### src/rtl/prg_inject_loader.sv
`default_nettype none
// ============================================================================
// Module   : prg_inject_loader
// Brief    : PRG/cartridge loader from data_io to the SDRAM write port. Resolves
//            the load address, buffers payload bytes in a FIFO, writes them with
//            a req/ack handshake, then injects end-address zero-page pointers.
//            Optional auto-reset request: define LOADER_AUTORESET_EN.
// Revision : 1.0 - initial release
// ============================================================================
module prg_inject_loader #(
    parameter int AW     = 16,
    parameter int DEPTH  = 8,
    parameter int NPTR   = 8,
    parameter logic [((NPTR > 0) ? NPTR : 1)*AW-1:0] PTR_TABLE = {
        16'h002d, 16'h002e, 16'h002f, 16'h0030,
        16'h0031, 16'h0032, 16'h00ae, 16'h00af},
    parameter logic [AW-1:0] FIXED_BASE = 16'ha000,
    parameter logic [AW-1:0] AR_ADDR    = 16'ha000,
    parameter int AR_LEN = 4
) (
    input  logic          clk_sys,
    input  logic          reset,
    input  logic          dl_active,
    input  logic          dl_wr,
    input  logic [AW-1:0] dl_addr,
    input  logic [7:0]    dl_data,
    input  logic          hdr_mode,
    output logic [AW-1:0] mem_addr,
    output logic [7:0]    mem_data,
    output logic          mem_req,
    input  logic          mem_ack,
    output logic          busy,
    output logic          overflow,
    output logic [AW-1:0] end_addr,
    output logic          force_reset
);

    localparam int           c_PW        = $clog2(DEPTH);
    localparam logic [c_PW:0] c_FULL     = DEPTH[c_PW:0];
    localparam logic [c_PW:0] c_ONE      = {{c_PW{1'b0}}, 1'b1};
    localparam logic [4:0]   c_NPTR      = NPTR[4:0];
    localparam logic [4:0]   c_NPTR_LAST = c_NPTR - 5'd1;

    typedef enum logic [2:0] {
        S_IDLE   = 3'd0,
        S_LOAD   = 3'd1,
        S_DRAIN  = 3'd2,
        S_INJECT = 3'd3,
        S_RST    = 3'd4
    } state_t;

    state_t r_state, w_state_next;

    logic            r_dl_active_d;
    logic [AW-1:0]   r_addr;
    logic [AW-1:0]   r_fifo_addr [DEPTH];
    logic [7:0]      r_fifo_data [DEPTH];
    logic [c_PW:0]   r_wptr, r_rptr;
    logic            r_req;
    logic            r_overflow;
    logic [AW-1:0]   r_end_addr;
    logic [4:0]      r_ptr_idx;

    logic            w_dl_rise, w_dl_fall;
    logic [c_PW:0]   w_count;
    logic            w_fifo_empty, w_fifo_full;
    logic            w_in_inject, w_ack, w_fifo_pop;
    logic            w_wr_load, w_hdr0, w_hdr1;
    logic            w_push_req, w_push, w_drop;
    logic            w_src_valid, w_src_last, w_inj_done;
    logic [AW-1:0]   w_head_addr, w_ptr_addr, w_hdr_lo, w_hdr_hi;
    logic [7:0]      w_head_data, w_inj_data, w_end_hi;

    assign w_dl_rise    = dl_active & ~r_dl_active_d;
    assign w_dl_fall    = ~dl_active & r_dl_active_d;
    assign w_count      = r_wptr - r_rptr;
    assign w_fifo_empty = (w_count == '0);
    assign w_fifo_full  = (w_count == c_FULL);
    assign w_in_inject  = (r_state == S_INJECT);
    assign w_ack        = r_req & mem_ack;
    assign w_fifo_pop   = w_ack & ~w_in_inject;

    // Header bytes only steer the address; everything else is payload.
    assign w_wr_load  = dl_wr & (r_state == S_LOAD);
    assign w_hdr0     = hdr_mode & (dl_addr == '0);
    assign w_hdr1     = hdr_mode & (dl_addr == {{(AW-1){1'b0}}, 1'b1});
    assign w_push_req = w_wr_load & ~w_hdr0 & ~w_hdr1;
    assign w_push     = w_push_req & (~w_fifo_full | w_fifo_pop);
    assign w_drop     = w_push_req & ~w_push;

    assign w_hdr_lo = (r_addr & ~AW'(8'hff)) | AW'(dl_data);
    assign w_hdr_hi = (r_addr & ~(AW'(8'hff) << 8)) | (AW'(dl_data) << 8);

    assign w_head_addr = r_fifo_addr[r_rptr[c_PW-1:0]];
    assign w_head_data = r_fifo_data[r_rptr[c_PW-1:0]];

    assign w_end_hi   = 8'(r_end_addr >> 8);
    assign w_inj_data = r_ptr_idx[0] ? w_end_hi : r_end_addr[7:0];
    assign w_inj_done = (r_ptr_idx == c_NPTR);

    always_comb begin
        w_ptr_addr = '0;
        for (int i = 0; i < NPTR; i++) begin
            if (r_ptr_idx == 5'(i)) begin
                w_ptr_addr = PTR_TABLE[(NPTR-1-i)*AW +: AW];
            end
        end
    end

    // One request source at a time: FIFO head while loading/draining,
    // pointer table while injecting.
    assign w_src_valid = w_in_inject ? (r_ptr_idx < c_NPTR) : ~w_fifo_empty;
    assign w_src_last  = w_in_inject ? (r_ptr_idx == c_NPTR_LAST) : (w_count == c_ONE);

    assign mem_req  = r_req;
    assign mem_addr = r_req ? (w_in_inject ? w_ptr_addr : w_head_addr) : '0;
    assign mem_data = r_req ? (w_in_inject ? w_inj_data : w_head_data) : 8'h00;
    assign busy     = ~w_fifo_empty | (r_state != S_IDLE);
    assign overflow = r_overflow;
    assign end_addr = r_end_addr;

`ifdef LOADER_AUTORESET_EN
    localparam logic [15:0] c_RST_LAST = 16'(AR_LEN - 1);
    logic        r_ar;
    logic [15:0] r_rst_cnt;

    assign force_reset = (r_state == S_RST) & r_ar;

    always_ff @(posedge clk_sys or posedge reset) begin
        if (reset) begin
            r_ar      <= 1'b0;
            r_rst_cnt <= '0;
        end else begin
            if (r_state == S_IDLE && w_dl_rise) begin
                r_ar <= 1'b0;
            end
            if (w_ack && mem_addr == AR_ADDR) begin
                r_ar <= 1'b1;
            end
            if (r_state == S_RST) begin
                r_rst_cnt <= r_rst_cnt + 16'd1;
                if (w_state_next == S_IDLE) begin
                    r_ar      <= 1'b0;
                    r_rst_cnt <= '0;
                end
            end
        end
    end
`else
    assign force_reset = 1'b0;
`endif

    always_ff @(posedge clk_sys or posedge reset) begin
        if (reset) begin
            r_state <= S_IDLE;
        end else begin
            r_state <= w_state_next;
        end
    end

    always_comb begin
        w_state_next = r_state;
        case (r_state)
            S_IDLE:   if (w_dl_rise) w_state_next = S_LOAD;
            S_LOAD:   if (w_dl_fall) w_state_next = S_DRAIN;
            S_DRAIN: begin
                if (w_fifo_empty && !r_req) begin
                    w_state_next = (NPTR > 0) ? S_INJECT : S_RST;
                end
            end
            S_INJECT: if (w_inj_done && !r_req) w_state_next = S_RST;
            S_RST: begin
`ifdef LOADER_AUTORESET_EN
                if (!r_ar || (r_rst_cnt == c_RST_LAST)) w_state_next = S_IDLE;
`else
                w_state_next = S_IDLE;
`endif
            end
            default:  w_state_next = S_IDLE;
        endcase
    end

    always_ff @(posedge clk_sys or posedge reset) begin
        if (reset) begin
            r_dl_active_d <= 1'b0;
            r_addr        <= FIXED_BASE;
            r_wptr        <= '0;
            r_rptr        <= '0;
            r_req         <= 1'b0;
            r_overflow    <= 1'b0;
            r_end_addr    <= '0;
            r_ptr_idx     <= '0;
        end else begin
            r_dl_active_d <= dl_active;
            // Request stays up across back-to-back acks while more work is queued.
            r_req <= w_src_valid & ~(w_ack & w_src_last);

            if (r_state == S_IDLE && w_dl_rise) begin
                r_addr     <= FIXED_BASE;
                r_end_addr <= FIXED_BASE;
                r_overflow <= 1'b0;
            end

            if (w_wr_load) begin
                if (w_hdr0) begin
                    r_addr     <= w_hdr_lo;
                    r_end_addr <= w_hdr_lo;
                end else if (w_hdr1) begin
                    r_addr     <= w_hdr_hi;
                    r_end_addr <= w_hdr_hi;
                end else begin
                    r_addr <= r_addr + 1'b1;
                end
            end

            if (w_drop) begin
                r_overflow <= 1'b1;
            end
            if (w_push) begin
                r_wptr <= r_wptr + 1'b1;
            end
            if (w_fifo_pop) begin
                r_rptr     <= r_rptr + 1'b1;
                r_end_addr <= mem_addr + 1'b1;
            end

            if (r_state == S_DRAIN) begin
                r_ptr_idx <= '0;
            end else if (w_in_inject && w_ack) begin
                r_ptr_idx <= r_ptr_idx + 5'd1;
            end
        end
    end

    // Payload storage needs no reset: the pointers define what is valid.
    always_ff @(posedge clk_sys) begin
        if (w_push) begin
            r_fifo_addr[r_wptr[c_PW-1:0]] <= r_addr;
            r_fifo_data[r_wptr[c_PW-1:0]] <= dl_data;
        end
    end

endmodule
`default_nettype wire

### config.mk
export PLATFORM = sky130hd
export DESIGN_NAME = prg_inject_loader
export DESIGN_NICKNAME = d
export VERILOG_FILES = /design/src/rtl/prg_inject_loader.sv
export SDC_FILE = /design/constraint.sdc
export NUM_CORES = 1
export LEC_CHECK = 0
export BUFFER_PORTS_ARGS = -buffer_cell sky130_fd_sc_hd__buf_2
export CELL_PAD_IN_SITES_DETAIL_PLACEMENT = 1
export CELL_PAD_IN_SITES_GLOBAL_PLACEMENT = 1
export CORE_MARGIN = 3
export CORE_UTILIZATION = 57
export CTS_BUF_LIST = sky130_fd_sc_hd__clkbuf_2 sky130_fd_sc_hd__clkbuf_4 sky130_fd_sc_hd__clkbuf_8
export DETAILED_ROUTE_END_ITERATION = 6
export PLACE_DENSITY = 0.95
export SLEW_MARGIN = 15
export SYNTH_ARGS = -nofsm -noshare
export SYNTH_HDL_FRONTEND = slang
export SYNTH_SLANG_ARGS = --single-unit
### constraint.sdc
create_clock -name clk_sys -period 13.7 [get_ports clk_sys]
set_clock_uncertainty 0.1 [all_clocks]
set_input_delay 0.685 -clock clk_sys [delete_from_list [all_inputs] [get_ports clk_sys]]
set_output_delay 0.685 -clock clk_sys [all_outputs]
set_load 0.01 [all_outputs]
* Yosys cells after proc, flatten, opt, wreduce, memory -nomap -nowiden
Memories as Yosys holds them, arrays and structs flattened. Cells that the tools add are included.
Cells by class: add/subtract/negate cells 6, order comparisons 1, eq/ne operators 18, mux-type cells 35, bitwise operators 26, reductions and logical operators 14
Operator list (count):
- 16-bit two-way mux | 14
- 16-bit by 1-bit adder with 16-bit output, second input constant | 2
- 6-bit two-way mux | 5
- 8-bit two-way mux | 3
- 5-bit by 3-bit equality test with 1-bit output, second input constant | 4
- 16-bit by 1-bit equality test with 1-bit output, second input constant | 1
- 16-bit zero test | 1
- 16-bit by 8-bit bitwise OR with 16-bit output | 1
- 8-bit by 16-bit bitwise OR with 16-bit output | 1
- 1-bit bitwise AND | 13
- 3-bit two-way mux | 4
- 3-bit one-hot mux with 4 select lines | 1
- 5-bit by 2-bit equality test with 1-bit output, second input constant | 2
- 5-bit two-way mux | 2
- 1-bit NOT | 9
- 4-bit by 1-bit adder with 4-bit output, second input constant | 2
- 3-bit by 2-bit equality test with 1-bit output, second input constant | 2
- 1-bit two-way mux | 6
- 2-bit != test, second input constant | 3
- 2-bit nonzero test | 3
- 5-bit by 1-bit adder with 5-bit output, second input constant | 1
- 5-bit by 1-bit equality test with 1-bit output, second input constant | 1
- 5-bit by 4-bit equality test with 1-bit output, second input constant | 1
- 5-bit zero test | 1
- other kinds (13) | 17
Storage, ports and cells: register bits after elaboration 51, memory bits (writable) 192, input bits 30, logic and storage cells 111, memories kept 2
Memory list:
- r_fifo_addr | depth 8, bits a word 16, read ports 1, clocked after memory_dff 0, wr ports 1, RTL line 56 | logic [AW-1:0] r_fifo_addr [DEPTH];
- r_fifo_data | depth 8, bits a word 8, read ports 1, clocked after memory_dff 0, wr ports 1, RTL line 57 | logic [7:0] r_fifo_data [DEPTH];

* Logic depth before layout (Yosys ltp)
word-level depth 13, gate-level depth with buffers 14, mapped depth without buffers 11

* Least setup slack after synthesis
No wires, ideal clock.
path type register -> register, start point register r_rptr[1], end point memory r_fifo_addr[0][0] (enable), setup time 466 ps, arrival time 4862 ps, required time 13134 ps, slack 8273 ps, stages on the path, launching flop included 15, clock period less this slack 5427 ps, cell sequence dfrtp_1 > buf_6 > buf_12 > buf_12 > buf_6 > clkbuf_1 > buf_2 > inv_1 > ha_1 > a21o_1 > a21oi_1 > xnor2_1 > nand2_1 > nand2_1 > nor4_1
On the way: cells in the longest elaborated chain, start to end 7
RTL lines:
- from (decl) | RTL line 58 | logic [c_PW:0] r_wptr, r_rptr;
- from (signal assigned) | RTL line 223 | r_rptr <= r_rptr + 1'b1;
- 4-bit subtractor | RTL line 76 | assign w_count = r_wptr - r_rptr;
- 4-bit equality test | RTL line 78 | assign w_fifo_full = (w_count == c_FULL);
- 1-bit NOT | RTL line 88 | assign w_push = w_push_req & (~w_fifo_full | w_fifo_pop);
- 1-bit bitwise OR | RTL line 88
- 1-bit bitwise AND | RTL line 88
- 1-bit two-way mux | RTL line 237 | if (w_push) begin
- 1-bit two-way mux (implied by the code) | RTL line 238 | r_fifo_addr[r_wptr[c_PW-1:0]] <= r_addr;
- to (decl) | RTL line 56
Every way passes these cells.

* Worst setup path in the final report
start point register r_rptr[1], end point memory r_fifo_addr[6][1] (enable)
The elaborated chain is that of the path after synthesis.

==> results.ini <==
[status]
status = finished with violations
violations = DRC

[floorplan]
die_h_um = 146
die_area_um2 = 21300
fp.dieW_um = 146
core_area_um2 = 19000
top_level_ports = 74
initial_core_util_pct = 58.8
core.rowCount = 50

[detailed_routing]
drc = 4
routed_wl_mm = 36.7
vias_per_cell = 7.03
drt_iter0_markers = 1257
drtPass1Iterations = 7
drt-met1-wl_mm = 13.2
routed-via-count = 8259
route.met3.wl_mm = 4.39
topRoutingLayerUsed = met5
route.met2.wl_mm = 17.2
routedWlPerCell_um = 31.2
ant_nets = 0

[placement]
place_hpwl_mm = 22.8
gp_congestion = 0.853
portBuffers = 72
dp.cells = 1102

[clock_network]
postCtsHoldBufs = 0
cts_htree_levels = 2
cts_tree = done
numCtsBuffers = 40
cts_sinks = 243
clockBufferDepth = 3
postCtsSetupBuffers = 0
clkTransAtPathRegs_ns = 0.07
cts_root_buf = clkbuf_8
postCtsResizedCells = 0
clk-insertion-delay-late_ns = 0.56

[final_layout]
n_fill_cell = 1820
nNetsFinal = 926
syn2layout_area_growth_pct = 12.2
diodes = 0
fin_util_pct = 66.0
instances_no_fill = 1175
layout-drive-gt1-share_pct = 23.5

[grt]
grt_start_max_net_pins = 52
gr-total-overflow = 0
grt_pass1_vias = 8604
track_usage_pct = 34.4
grt_pass1_wl_mm = 55.2
antenna_found_initial = 2

[pwr]
p_leak_nw = 4.70
p_per_area_nw_per_um2 = 188
power_mw = 2.36
peakVddDrop_mv = 0.103

[synthesis]
syn_avg_cell_area_um2 = 13.9
syn-num-nets = 845
synth_warnings = 0
synth_cells = 803
yosys-top-cells-count = edfxtp_1, nand2_1, nor2_1, dfrtp_1, mux2i_1
synth_edf_count = 192
synth_top_area_share_pct = 51.5
synth_area_um2 = 11200
ys_seq_area_share_pct = 63.0
synthTopCellsByArea = edfxtp_1, dfrtp_1, mux4_2
async_flop_share_pct = 21.0
yosysMostFrequentCell = edfxtp_1
ys_types = 68
synth_top_area_cell = edfxtp_1
synth_flop_cell = edfxtp_1
yosys_register_bits = 243

[setup_path]
crit_required_ns = 13.77
crit_path_start_kind = register
cpMaxStageDelayCell = dfrtp_2
crit_fanout = 44
crit_type = register to register
slowest_delay_ns = 0.78
critPathCaptureType = register
critPathArrivalTime_ns = 4.61
path_cells = buf_4, inv_1, ha_1, a21o_1, a21oi_1, xnor2_1, a21oi_1, nand2_1, nor3b_2, buf_4

[timing]
hold_viol_final = 0
max_freq_mhz = 220
relSlewSlack_pct = 34.8
post-route-min-period_ns = 4.54
tns_ns = 0
slew_violations = 0
finalSetupViolCount = 0
max_slew.worst_pin.slew_ns = 0.976
rsz0062_at_grt = false
finalCritPeriodShare_pct = 33.1

[flow_run]
drv_cap = 0

[worst_hold_path]
hp-class = primary input to register

==> cells in the final DEF, fill, tap and decap left out, types with 15 or more instances in the layout <==
master and count:
nand2_1 63, dfrtp_1 47, nor2b_1 15, xnor2_1 15, nor2_1 53, inv_1 16, clkbuf_8 43, edfxtp_1 192
clkbuf_4 16, buf_2 72, a21oi_1 37, mux2i_1 41, a311oi_1 19, o21ai_0 30, mux4_2 32, nand3_1 19
==> worst max-delay path, delay by kind of cell, from the launching register on <==
family | cells | cell delay [ns]
AO/OA/AOI/OAI | 3 | 0.90
XOR/XNOR | 1 | 0.26
AND/OR/NAND/NOR | 2 | 0.50
adder cells (fa/ha/maj) | 1 | 0.32
buffers and inverters | 3 | 1.28
flip-flops | 1 | 0.78
==> metrics by stage <==
step / setup slack, ns / hold slack (ns) / area [um2]
after detailed placement: 8.99 / 0.383 / 11800
after CTS: 8.87 / 0.177 / 12600
after global placement: 9.32 / 0.372 / 11800
final: 9.16 / 0.180 / 12600
after floorplan: 8.27 / 0.362 / 11200
after global routing: 8.99 / 0.179 / 12600
==> power breakdown <==
group          internal [mW]  leakage, nW  switching [mW]
registers              0.825         2.52          0.0703
clock network          0.335        0.420           0.303
logic                  0.305         1.77           0.517
==> cell type report <==
| type | instances | area [um2] | area share (%) |
|---|---|---|---|
| tap | 260 | 325 | 2.59 |
| timing repair buffer | 86 | 465 | 3.71 |
| inverter | 18 | 67.6 | 0.538 |
| multi-input combinational | 495 | 3870 | 30.8 |
| clock inverter | 14 | 68.8 | 0.548 |
| sequential | 243 | 7050 | 56.1 |
| clock buffer | 59 | 712 | 5.67 |
==> path summary, 6_finish.rpt <==
path | startpoint | to | slack, ns | depth (start not counted)
max | r_rptr[1]$_DFFE_PP0P_ | r_fifo_addr[6][1]$_DFFE_PP_ | 9.16 | 10
min | dl_active | r_dl_active_d$_DFF_PP0_ | 0.18 | 1
max reg2reg | r_rptr[1]$_DFFE_PP0P_ | r_fifo_addr[6][1]$_DFFE_PP_ | 9.16 | 10
min reg2reg | r_wptr[3]$_DFFE_PP0P_ | r_wptr[3]$_DFFE_PP0P_ | 0.40 | 1
max in group asynchronous | reset | r_rptr[1]$_DFFE_PP0P_ | 12.70 | 3
min in group asynchronous | reset | mem_req$_DFF_PP0_ | 0.25 | 3
==> routing by layer <==
metal  global-route usage [%]  up-vias
li1                         -     3268
met1                     45.7     4084
met2                     54.6      734
met3                     9.56      171
met4                     13.5        2
met5                        0        -
==> cell families after synthesis <==
kind of cell    Yosys count  synth area share [%]
buf+inv                  65                  2.91
simple gates            233                  10.7
flops                   243                  63.0
mux                      81                  11.5
compound gates          142                  8.46
xor+xnor                 26                  2.04
other cells               1                0.0335
fa+ha+maj                12                  1.41
==> sequential cells by signal, indices dropped and copies added, names as in the netlist <==
signal and cells:
r_fifo_data 64, r_state 3, r_ptr_idx 5, overflow 1, r_fifo_addr 128, end_addr 16
r_dl_active_d 1, r_rptr 4, r_addr 16, r_wptr 4, mem_req 1
(Power assumes the default switching activity.)
